## src/rtl/rom_stream_reader_pkg.sv

```systemverilog
// rtl/rom_stream_reader_pkg.sv - shared types and constants for the ROM stream reader
package rom_reader_pkg;

  typedef enum logic [1:0] {
    IDLE  = 2'd0,
    RUN   = 2'd1,
    DRAIN = 2'd2
  } state_t;

  // Output buffer depth; the issue credit is sized against this.
  localparam int FIFO_DEPTH = 2;

endpackage

```

## src/rtl/rom_stream_reader_if.sv

```systemverilog
// rtl/rom_stream_reader_if.sv - command, memory and output stream bundle of the reader
interface rom_stream_reader_if #(
  parameter int ADDR_WIDTH = 8,
  parameter int DATA_WIDTH = 8,
  parameter int LEN_WIDTH  = ADDR_WIDTH + 1
);
  logic                  start_valid;
  logic                  start_ready;
  logic [ADDR_WIDTH-1:0] start_addr;
  logic [LEN_WIDTH-1:0]  start_len;
  logic [ADDR_WIDTH-1:0] mem_addr;
  logic [DATA_WIDTH-1:0] mem_data;
  logic                  out_valid;
  logic                  out_ready;
  logic [DATA_WIDTH-1:0] out_data;
  logic                  out_last;
  logic                  busy;

  // Reader side: consumes commands and memory data, produces the stream.
  modport master (
    input  start_valid, start_addr, start_len, mem_data, out_ready,
    output start_ready, mem_addr, out_valid, out_data, out_last, busy
  );

  // Environment side: command source, memory and stream consumer.
  modport slave (
    output start_valid, start_addr, start_len, mem_data, out_ready,
    input  start_ready, mem_addr, out_valid, out_data, out_last, busy
  );
endinterface

```

## src/rtl/rom_stream_reader_fifo.sv

```systemverilog
// rtl/rom_stream_reader_fifo.sv - 2-entry output buffer holding {last,data}
module stream_fifo2
  import rom_reader_pkg::*;
#(
  parameter int DATA_WIDTH = 8
) (
  input  logic                  clk,
  input  logic                  rst,
  input  logic                  push_i,
  input  logic                  push_last_i,
  input  logic [DATA_WIDTH-1:0] push_data_i,
  input  logic                  pop_i,
  output logic [1:0]            count_o,
  output logic                  valid_o,
  output logic                  last_o,
  output logic [DATA_WIDTH-1:0] data_o
);
  logic [DATA_WIDTH:0] slot_q [FIFO_DEPTH];
  logic                rd_ptr_q;
  logic                wr_ptr_q;
  logic [1:0]          count_q;

  // Storage, pointers and occupancy; push and pop may happen in the same cycle.
  always_ff @(posedge clk) begin
    if (rst) begin
      for (int i = 0; i < FIFO_DEPTH; i++) slot_q[i] <= '0;
      rd_ptr_q <= 1'b0;
      wr_ptr_q <= 1'b0;
      count_q  <= 2'd0;
    end else begin
      if (push_i) begin
        slot_q[wr_ptr_q] <= {push_last_i, push_data_i};
        wr_ptr_q         <= ~wr_ptr_q;
      end
      if (pop_i) rd_ptr_q <= ~rd_ptr_q;
      count_q <= count_q + {1'b0, push_i} - {1'b0, pop_i};
    end
  end

  assign count_o          = count_q;
  assign valid_o          = (count_q != 2'd0);
  assign {last_o, data_o} = slot_q[rd_ptr_q];

endmodule

```

## src/rtl/rom_stream_reader.sv

```systemverilog
// rtl/rom_stream_reader.sv - sequential reader from a registered-address memory onto a valid/ready stream
module rom_stream_reader
  import rom_reader_pkg::*;
#(
  parameter int ADDR_WIDTH = 8,
  parameter int DATA_WIDTH = 8,
  parameter int LEN_WIDTH  = ADDR_WIDTH + 1
) (
  input  logic                clk,
  input  logic                rst,
  rom_stream_reader_if.master bus
);
  state_t                state_q, state_d;
  logic [ADDR_WIDTH-1:0] addr_cnt_q, addr_cnt_d;
  logic [ADDR_WIDTH-1:0] last_addr_q, last_addr_d;
  logic [LEN_WIDTH-1:0]  remaining_q, remaining_d;
  logic                  inflight_q, inflight_last_q;
  logic                  issue, last_issue, credit_ok, pop;
  logic [1:0]            fifo_count;
  logic [2:0]            occupancy;
  logic                  fifo_valid, fifo_last;
  logic [DATA_WIDTH-1:0] fifo_data;

  // Words buffered or on their way from memory; pop frees a slot this cycle.
  assign pop       = fifo_valid & bus.out_ready;
  assign occupancy = {1'b0, fifo_count} + {2'b00, inflight_q};
  assign credit_ok = (occupancy - {2'b00, pop}) < 3'd2;

  // Next-state, counter updates and address issue decision.
  always_comb begin
    state_d     = state_q;
    addr_cnt_d  = addr_cnt_q;
    remaining_d = remaining_q;
    issue       = 1'b0;
    last_issue  = 1'b0;
    case (state_q)
      IDLE: begin
        if (bus.start_valid && bus.start_len != '0) begin
          addr_cnt_d  = bus.start_addr;
          remaining_d = bus.start_len;
          state_d     = RUN;
        end
      end
      RUN: begin
        if (remaining_q != '0 && credit_ok) begin
          issue       = 1'b1;
          addr_cnt_d  = addr_cnt_q + 1'b1;
          remaining_d = remaining_q - 1'b1;
          if (remaining_q == LEN_WIDTH'(1)) begin
            last_issue = 1'b1;
            state_d    = DRAIN;
          end
        end
      end
      DRAIN: begin
        if (pop && fifo_last) state_d = IDLE;
      end
      default: state_d = IDLE;
    endcase
  end

  // The memory has no enable, so the address simply holds between issues.
  assign last_addr_d = issue ? addr_cnt_q : last_addr_q;

  // State, counters and the one-deep in-flight tracker.
  always_ff @(posedge clk) begin
    if (rst) begin
      state_q         <= IDLE;
      addr_cnt_q      <= '0;
      last_addr_q     <= '0;
      remaining_q     <= '0;
      inflight_q      <= 1'b0;
      inflight_last_q <= 1'b0;
    end else begin
      state_q         <= state_d;
      addr_cnt_q      <= addr_cnt_d;
      last_addr_q     <= last_addr_d;
      remaining_q     <= remaining_d;
      inflight_q      <= issue;
      inflight_last_q <= last_issue;
    end
  end

  stream_fifo2 #(.DATA_WIDTH(DATA_WIDTH)) u_fifo (
    .clk         (clk),
    .rst         (rst),
    .push_i      (inflight_q),
    .push_last_i (inflight_last_q),
    .push_data_i (bus.mem_data),
    .pop_i       (pop),
    .count_o     (fifo_count),
    .valid_o     (fifo_valid),
    .last_o      (fifo_last),
    .data_o      (fifo_data)
  );

  assign bus.mem_addr    = last_addr_d;
  assign bus.start_ready = (state_q == IDLE);
  assign bus.busy        = (state_q != IDLE);
  assign bus.out_valid   = fifo_valid;
  assign bus.out_data    = fifo_data;
  assign bus.out_last    = fifo_last;

endmodule
```

## src/flat_wrapper.sv

```systemverilog
// flat-port wrapper written by rule: the top's interface ports become plain ports
module rom_stream_reader_flat import rom_reader_pkg::*;
#(
  parameter int ADDR_WIDTH = 8,
  parameter int DATA_WIDTH = 8,
  parameter int LEN_WIDTH  = ADDR_WIDTH + 1
)
  (clk, rst, bus_start_valid, bus_start_addr, bus_start_len, bus_mem_data, bus_out_ready, bus_start_ready, bus_mem_addr, bus_out_valid, bus_out_data, bus_out_last, bus_busy);
  rom_stream_reader_if #(.ADDR_WIDTH(ADDR_WIDTH), .DATA_WIDTH(DATA_WIDTH), .LEN_WIDTH(LEN_WIDTH)) bus_i ();
  input  logic clk;
  input  logic rst;
  input wire logic [$bits(bus_i.start_valid)-1:0] bus_start_valid;
  input wire logic [$bits(bus_i.start_addr)-1:0] bus_start_addr;
  input wire logic [$bits(bus_i.start_len)-1:0] bus_start_len;
  input wire logic [$bits(bus_i.mem_data)-1:0] bus_mem_data;
  input wire logic [$bits(bus_i.out_ready)-1:0] bus_out_ready;
  output wire logic [$bits(bus_i.start_ready)-1:0] bus_start_ready;
  output wire logic [$bits(bus_i.mem_addr)-1:0] bus_mem_addr;
  output wire logic [$bits(bus_i.out_valid)-1:0] bus_out_valid;
  output wire logic [$bits(bus_i.out_data)-1:0] bus_out_data;
  output wire logic [$bits(bus_i.out_last)-1:0] bus_out_last;
  output wire logic [$bits(bus_i.busy)-1:0] bus_busy;
  assign bus_i.start_valid = bus_start_valid;
  assign bus_i.start_addr = bus_start_addr;
  assign bus_i.start_len = bus_start_len;
  assign bus_i.mem_data = bus_mem_data;
  assign bus_i.out_ready = bus_out_ready;
  assign bus_start_ready = bus_i.start_ready;
  assign bus_mem_addr = bus_i.mem_addr;
  assign bus_out_valid = bus_i.out_valid;
  assign bus_out_data = bus_i.out_data;
  assign bus_out_last = bus_i.out_last;
  assign bus_busy = bus_i.busy;
  rom_stream_reader #(.ADDR_WIDTH(ADDR_WIDTH), .DATA_WIDTH(DATA_WIDTH), .LEN_WIDTH(LEN_WIDTH)) u_core (.clk(clk), .rst(rst), .bus(bus_i));
endmodule
```

## config.mk

```make
export PLATFORM = sky130hd
export DESIGN_NAME = rom_stream_reader_flat
export DESIGN_NICKNAME = d
export VERILOG_FILES = /design/src/rtl/rom_stream_reader_pkg.sv /design/src/rtl/rom_stream_reader_if.sv /design/src/rtl/rom_stream_reader_fifo.sv /design/src/rtl/rom_stream_reader.sv /design/src/flat_wrapper.sv
export SDC_FILE = /design/constraint.sdc
export NUM_CORES = 1
export LEC_CHECK = 0
export CELL_PAD_IN_SITES_DETAIL_PLACEMENT = 0
export CELL_PAD_IN_SITES_GLOBAL_PLACEMENT = 1
export CORE_MARGIN = 5
export CORE_UTILIZATION = 43
export DETAILED_ROUTE_END_ITERATION = 16
export PLACE_DENSITY = 0.9
export REMOVE_ABC_BUFFERS = 1
export SYNTH_ARGS = -nofsm -noshare
export SYNTH_HDL_FRONTEND = slang
export SYNTH_SLANG_ARGS = --single-unit
```

## constraint.sdc

```tcl
create_clock -name clk -period 7.5 [get_ports clk]
set_input_delay 1.5 -clock clk [delete_from_list [all_inputs] [get_ports clk]]
set_output_delay 1.5 -clock clk [all_outputs]
set_load 0.02 [all_outputs]
```

# Yosys cells after proc, flatten, opt, wreduce, memory -nomap -nowiden
# Memories as Yosys holds them, arrays and structs flattened. A register that Yosys moved wholly into a read port is not among the register bits.
# Index checks and enable logic that the tools add are counted.
dict set report totals {
  reg_bits 33
  latchBits 0
  ram_bits 18
  mem_bits_ro 0
  in_bits 29
  out_inout_bits 20
  elab_cells 67
  n_memories 1
}
dict set report op_classes {
  add_sub_neg 6
  n_mul 0
  n_div 0
  magnitude_cmp 1
  eq_ne 7
  shifts 0
  n_mux 25
  n_bitwise 5
  n_reduce_logical 13
}
# name depth word_bits read_ports rd_ports_with_merged_regs wr line
set mem_list {}
lappend mem_list {u_core.u_fifo.slot_q 2 9 1 1 2 rom_stream_reader_fifo.sv:18} ;# logic [DATA_WIDTH:0] slot_q [FIFO_DEPTH];
# cell n
set op_table {}
lappend op_table {{$mux 9} 3}
lappend op_table {{$mux 8} 3}
lappend op_table {{$pmux 9 s2} 1}
lappend op_table {{$reduce_bool 9->1} 2}
lappend op_table {{$pmux 8 s2} 1}
lappend op_table {{$mux 1} 12}
lappend op_table {{$eq 9x1->1 const B} 1}
lappend op_table {{$reduce_or 9->1} 1}
lappend op_table {{$sub 9x1->9 const B} 1}
lappend op_table {{$add 8x1->8 const B} 1}
lappend op_table {{$mux 2} 4}
lappend op_table {{$ne 2x1->1 const B} 4}
lappend op_table {{$pmux 2 s3} 1}
lappend op_table {{$reduce_bool 2->1} 3}
lappend op_table {{$not 1->1} 4}
lappend op_table {{$reduce_and 4->1} 1}
lappend op_table {{$add 2x1->3} 1}
lappend op_table {{$logic_and 1x1->1} 3}
lappend op_table {{$lt 3x2->1 const B} 1}
lappend op_table {{$reduce_and 3->1} 1}
lappend op_table {{$reduce_or 3->1} 1}
lappend op_table {{$sub 3x1->3} 1}
lappend op_table {{$add 2x1->2} 1}
lappend op_table {{$eq 2x1->1 const B} 1}
lappend op_table {{4 further kinds} 4}

# Depth between registers and ports, before layout
dict set report logic_depth {
  ltp_word 8
  ltp_mapped 13
  ltp_nobuf 12
}

# Modules after synthesis
# From an unflattened synthesis, not the netlist that was laid out.
dict set report hier_totals {
  hier_cells 273
  hier_area_um2 2730.1
}
# module instances cells_each area_per_inst_um2 seq_area_each_um2
set by_module_without_submodules {}
lappend by_module_without_submodules {rom_stream_reader 1 194 1717.9 580.6}
lappend by_module_without_submodules {stream_fifo2 1 79 1012.2 640.6}

# Least setup slack after synthesis
# OpenSTA, ideal clock, no wires.
dict set report synth_path {
  path_type {in2out}
  from {input port bus_out_ready}
  to {output port bus_mem_addr[2]}
  arrival_ps 3914
  t_required_ps 6000
  slack_ps 2086
  path_stages 11
  path_buffers 1
  path_cell_list {nand2_1 > inv_1 > ha_1 > inv_1 > ha_1 > fa_1 > xnor2_1 > or3_4 > or2_4 > buf_6 > o21ai_0}
}
dict set report synth_between {
  elab_chain_len 7
}
# element line
set synth_lines {}
lappend synth_lines {{start: declaration} flat_wrapper.sv:16} ;# input wire logic [$bits(bus_i.out_ready)-1:0] bus_out_ready;
lappend synth_lines {{$and 1x1->1} rom_stream_reader.sv:25} ;# assign pop = fifo_valid & bus.out_ready;
lappend synth_lines {{via u_core.pop} rom_stream_reader.sv:18} ;# logic issue, last_issue, credit_ok, pop;
lappend synth_lines {{$sub 3x1->3} rom_stream_reader.sv:27} ;# assign credit_ok = (occupancy - {2'b00, pop}) < 3'd2;
lappend synth_lines {{$lt 3x2->1} rom_stream_reader.sv:27}
lappend synth_lines {{$logic_and 1x1->1} rom_stream_reader.sv:45} ;# if (remaining_q != '0 && credit_ok) begin
lappend synth_lines {{$mux 1} rom_stream_reader.sv:45}
lappend synth_lines {{$mux 1} rom_stream_reader.sv:36} ;# case (state_q)
lappend synth_lines {{$mux 8} rom_stream_reader.sv:63} ;# assign last_addr_d = issue ? addr_cnt_q : last_addr_q;
lappend synth_lines {{end: declaration} flat_wrapper.sv:18} ;# output wire logic [$bits(bus_i.mem_addr)-1:0] bus_mem_addr;
# The timed path passes the listed nets, and every way through them passes these cells.

# Worst setup path after layout
dict set report layout_path {
  from {input port bus_out_ready}
  to {output port bus_mem_addr[5]}
}
# Same word-level chain as after synthesis.

==> impl_metrics.py <==
metrics = {
    "outcome": {
        "status": "finished clean",
    },
    "placed_design": {
        "io_buffer_count": 48,
        "dp.final_hpwl_um": 3885,
        "gp_congestion": 0.8381,
        "place_worst_setup_slack_ns": 1.278,
    },
    "pwr": {
        "power_uw": 966.6,
        "powerDensity_nw_per_um2": 303.3,
        "ir_drop_mv": 0.1458,
        "leakagePower_uw": 0.001213,
    },
    "drt": {
        "drc": 0,
        "first_pass_iters": 5,
        "vias": 2023,
        "wl_per_cell_um": 14.48,
        "via_per_inst": 5.324,
        "wirelength_um": 5504,
        "initialDrtViolationCount": 50,
        "final_antenna_net_count": 0,
    },
    "timing": {
        "fmax_mhz": 160.4,
        "fin_skew_ns": 0.01195,
        "tns_ns": 0,
        "rsz0062_at_grt": "false",
        "layout_min_cycle_time_ns": 6.235,
        "fin_hold_ws_ns": 0.4844,
        "setup-violations-final": 0,
        "slew_viol_final": 0,
        "relSlewSlack_pct": 35.82,
        "finalHoldViolCount": 0,
        "finalCritPeriodShare_pct": 83.13,
        "worst_pin_slew_ns": 0.9625,
        "finalWorstSetupSlack_ns": 1.265,
    },
    "die": {
        "initial_utilization_pct": 43.88,
        "core_sq_um": 5886,
        "dieArea_sq_um": 7655,
        "io_pins": 49,
        "die_h_um": 87.50,
        "rows": 28,
        "die_w_um": 87.50,
    },
    "clocking": {
        "cts_buffer_depth": 2,
        "cts_tree": "yes",
        "clock_latency_ns": 0.30,
        "path_clk_slew_ns": 0.10,
        "cts.repair.resized": 0,
        "cts-root-buf": "clkbuf_8",
        "htree_levels": 2,
        "numCtsBuffers": 5,
        "clock-sinks": 52,
        "cts_setup_buffers": 0,
        "cts_hold_buf": 0,
    },
    "yosys": {
        "synth-edff-count": 18,
        "synth_area_sq_um": 2582,
        "yosysSeqAreaShare_pct": 47.29,
        "ys_types": 48,
        "synth_ff_type": "dfxtp_1",
        "yosysWarnings": 0,
        "syn_area_per_cell_sq_um": 9.819,
        "synthCells": 263,
        "synth_seq_cells": 52,
        "ys_async_sr_fraction_pct": 0,
    },
    "global_routing": {
        "grt_pass1_wl_um": 8928,
        "antenna_found_initial": 0,
        "grt_overflow": 0,
        "grt_max_degree": 28,
        "track_usage_pct": 14.78,
        "first_global_vias": 1941,
    },
    "worst_setup_path": {
        "cp-start-kind": "input port",
        "cp.required_ns": 6.00,
        "cp.arrival_ns": 4.73,
        "critical_path_class": "input port to output pin",
        "critPathCaptureType": "output pin",
        "critPathMaxFanout": 11,
    },
    "min_path": {
        "hp-class": "flip-flop to flip-flop",
    },
    "cells_and_area": {
        "final_nets": 340,
        "final_cell_mix": "48 x clkdlybuf4s50_1, 34 x dfxtp_1, 26 x and2_1",
        "final_common_cell": "clkdlybuf4s50_1",
        "antenna-diode-count": 0,
        "drive_above_1_share_pct": 12.46,
        "fin_util_pct": 54.15,
        "syn2layout_area_growth_pct": 23.40,
        "fillCellCount": 545,
    },
    "job": {
        "cap_violations": 0,
    },
}
## state kept, by name, indices dropped and copies added, names as in the netlist, named ones only
name,count
u_core.u_fifo.wr_ptr_q,1
u_core.u_fifo.rd_ptr_q,1
u_core.u_fifo.slot_q,18
u_core.u_fifo.count_o,2
u_core.inflight_last_q,1
u_core.inflight_q,1
u_core.last_addr_q,8
u_core.state_q,2
u_core.addr_cnt_q,8
u_core.remaining_q,9
## power by group
group	internal [uW]	leakage [uW]	switching, uW
clock network	75.1	0.0000445	89.0
logic	198	0.000704	212
registers	346	0.000465	45.7
total	620	0.00121	347
## Yosys cell counts (all sizes together) (2+ instances only)
| library cell | count | area [sq um] |
|---|---|---|
| a211oi | 4 | 30.03 |
| a21oi | 17 | 85.08 |
| a221oi | 3 | 26.28 |
| a311oi | 4 | 35.03 |
| a31o | 2 | 17.52 |
| and2 | 27 | 171.4 |
| buf | 5 | 37.53 |
| clkbuf | 11 | 41.29 |
| dfxtp | 34 | 680.7 |
| edfxtp | 18 | 540.5 |
| ha | 6 | 75.07 |
| inv | 12 | 45.04 |
| mux2 | 15 | 187.7 |
| nand2 | 20 | 75.07 |
| nand2b | 2 | 12.51 |
| nand3 | 4 | 20.02 |
| nand4 | 2 | 12.51 |
| nor2 | 17 | 63.81 |
| nor2b | 2 | 12.51 |
| nor3 | 4 | 20.02 |
| o211ai | 2 | 15.01 |
| o21ai | 17 | 88.84 |
| o22ai | 3 | 18.77 |
| or2 | 7 | 46.30 |
| or3 | 3 | 23.77 |
| or4 | 2 | 15.01 |
| xnor2 | 4 | 35.03 |
| xor2 | 2 | 17.52 |
## area by class of cell
class                           count  area, sq um  share of cell area [%]
Clock buffer                        7        86.33                   2.709
Clock inverter                      1        7.507                  0.2356
Inverter                           12        45.04                   1.413
Multi-Input combinational cell    183         1237                   38.83
Sequential cell                    52         1221                   38.32
Tap cell                           75        93.84                   2.945
Timing Repair Buffer               50        495.5                   15.55
## worst max-delay path, cell delays in order
cell	delay (ns)
clkdlybuf4s50_1	0.40
nand2_1	0.12
inv_1	0.06
ha_1	0.27
inv_1	0.03
ha_1	0.18
fa_1	0.37
xnor2_1	0.14
or3_4	0.40
or2_4	0.34
o21ai_0	0.25
clkdlybuf4s50_1	0.66
## per-stage QoR
| stage | cells | area (sq um) |
|---|---|---|
| after floorplan | 247 | 2504 |
| final | 380 | 3187 |
| after global routing | 380 | 3187 |
| after detailed placement | 372 | 3093 |
| after CTS | 380 | 3187 |
| after global placement | 372 | 3093 |
## cells by family (layout without fill, tap and decap cells)
logic type	after synthesis	in the layout	synth area share (%)
AOI/OAI and AO/OA	60	60	15.12
adders and majority gates	7	7	3.682
buffers and inverters	28	70	4.796
xor gates and xnor gates	6	6	2.035
and+or+nand+nor	95	95	19.82
DFF	52	52	47.29
muxes	15	15	7.267
## per-layer routing
layer	up-vias	share of wire (%)	track usage, %
li1	1003	-	-
met1	951	46	18.49
met2	59	46	25.00
met3	10	6.8	3.974
met4	0	0.94	4.045
met5	-	0	0
## worst paths after layout
path	start	end	cells after the start	slack, ns
worst min-delay path	u_core.addr_cnt_q[7]	u_core.addr_cnt_q[7]	2	0.48
worst max register to register	u_core.u_fifo.count_o[1]	u_core.remaining_q[0]	12	3.85
worst min register to register	u_core.addr_cnt_q[7]	u_core.addr_cnt_q[7]	2	0.48
worst max-delay path	bus_out_ready	bus_mem_addr[5]	12	1.27
(Power assumes the default switching activity.)
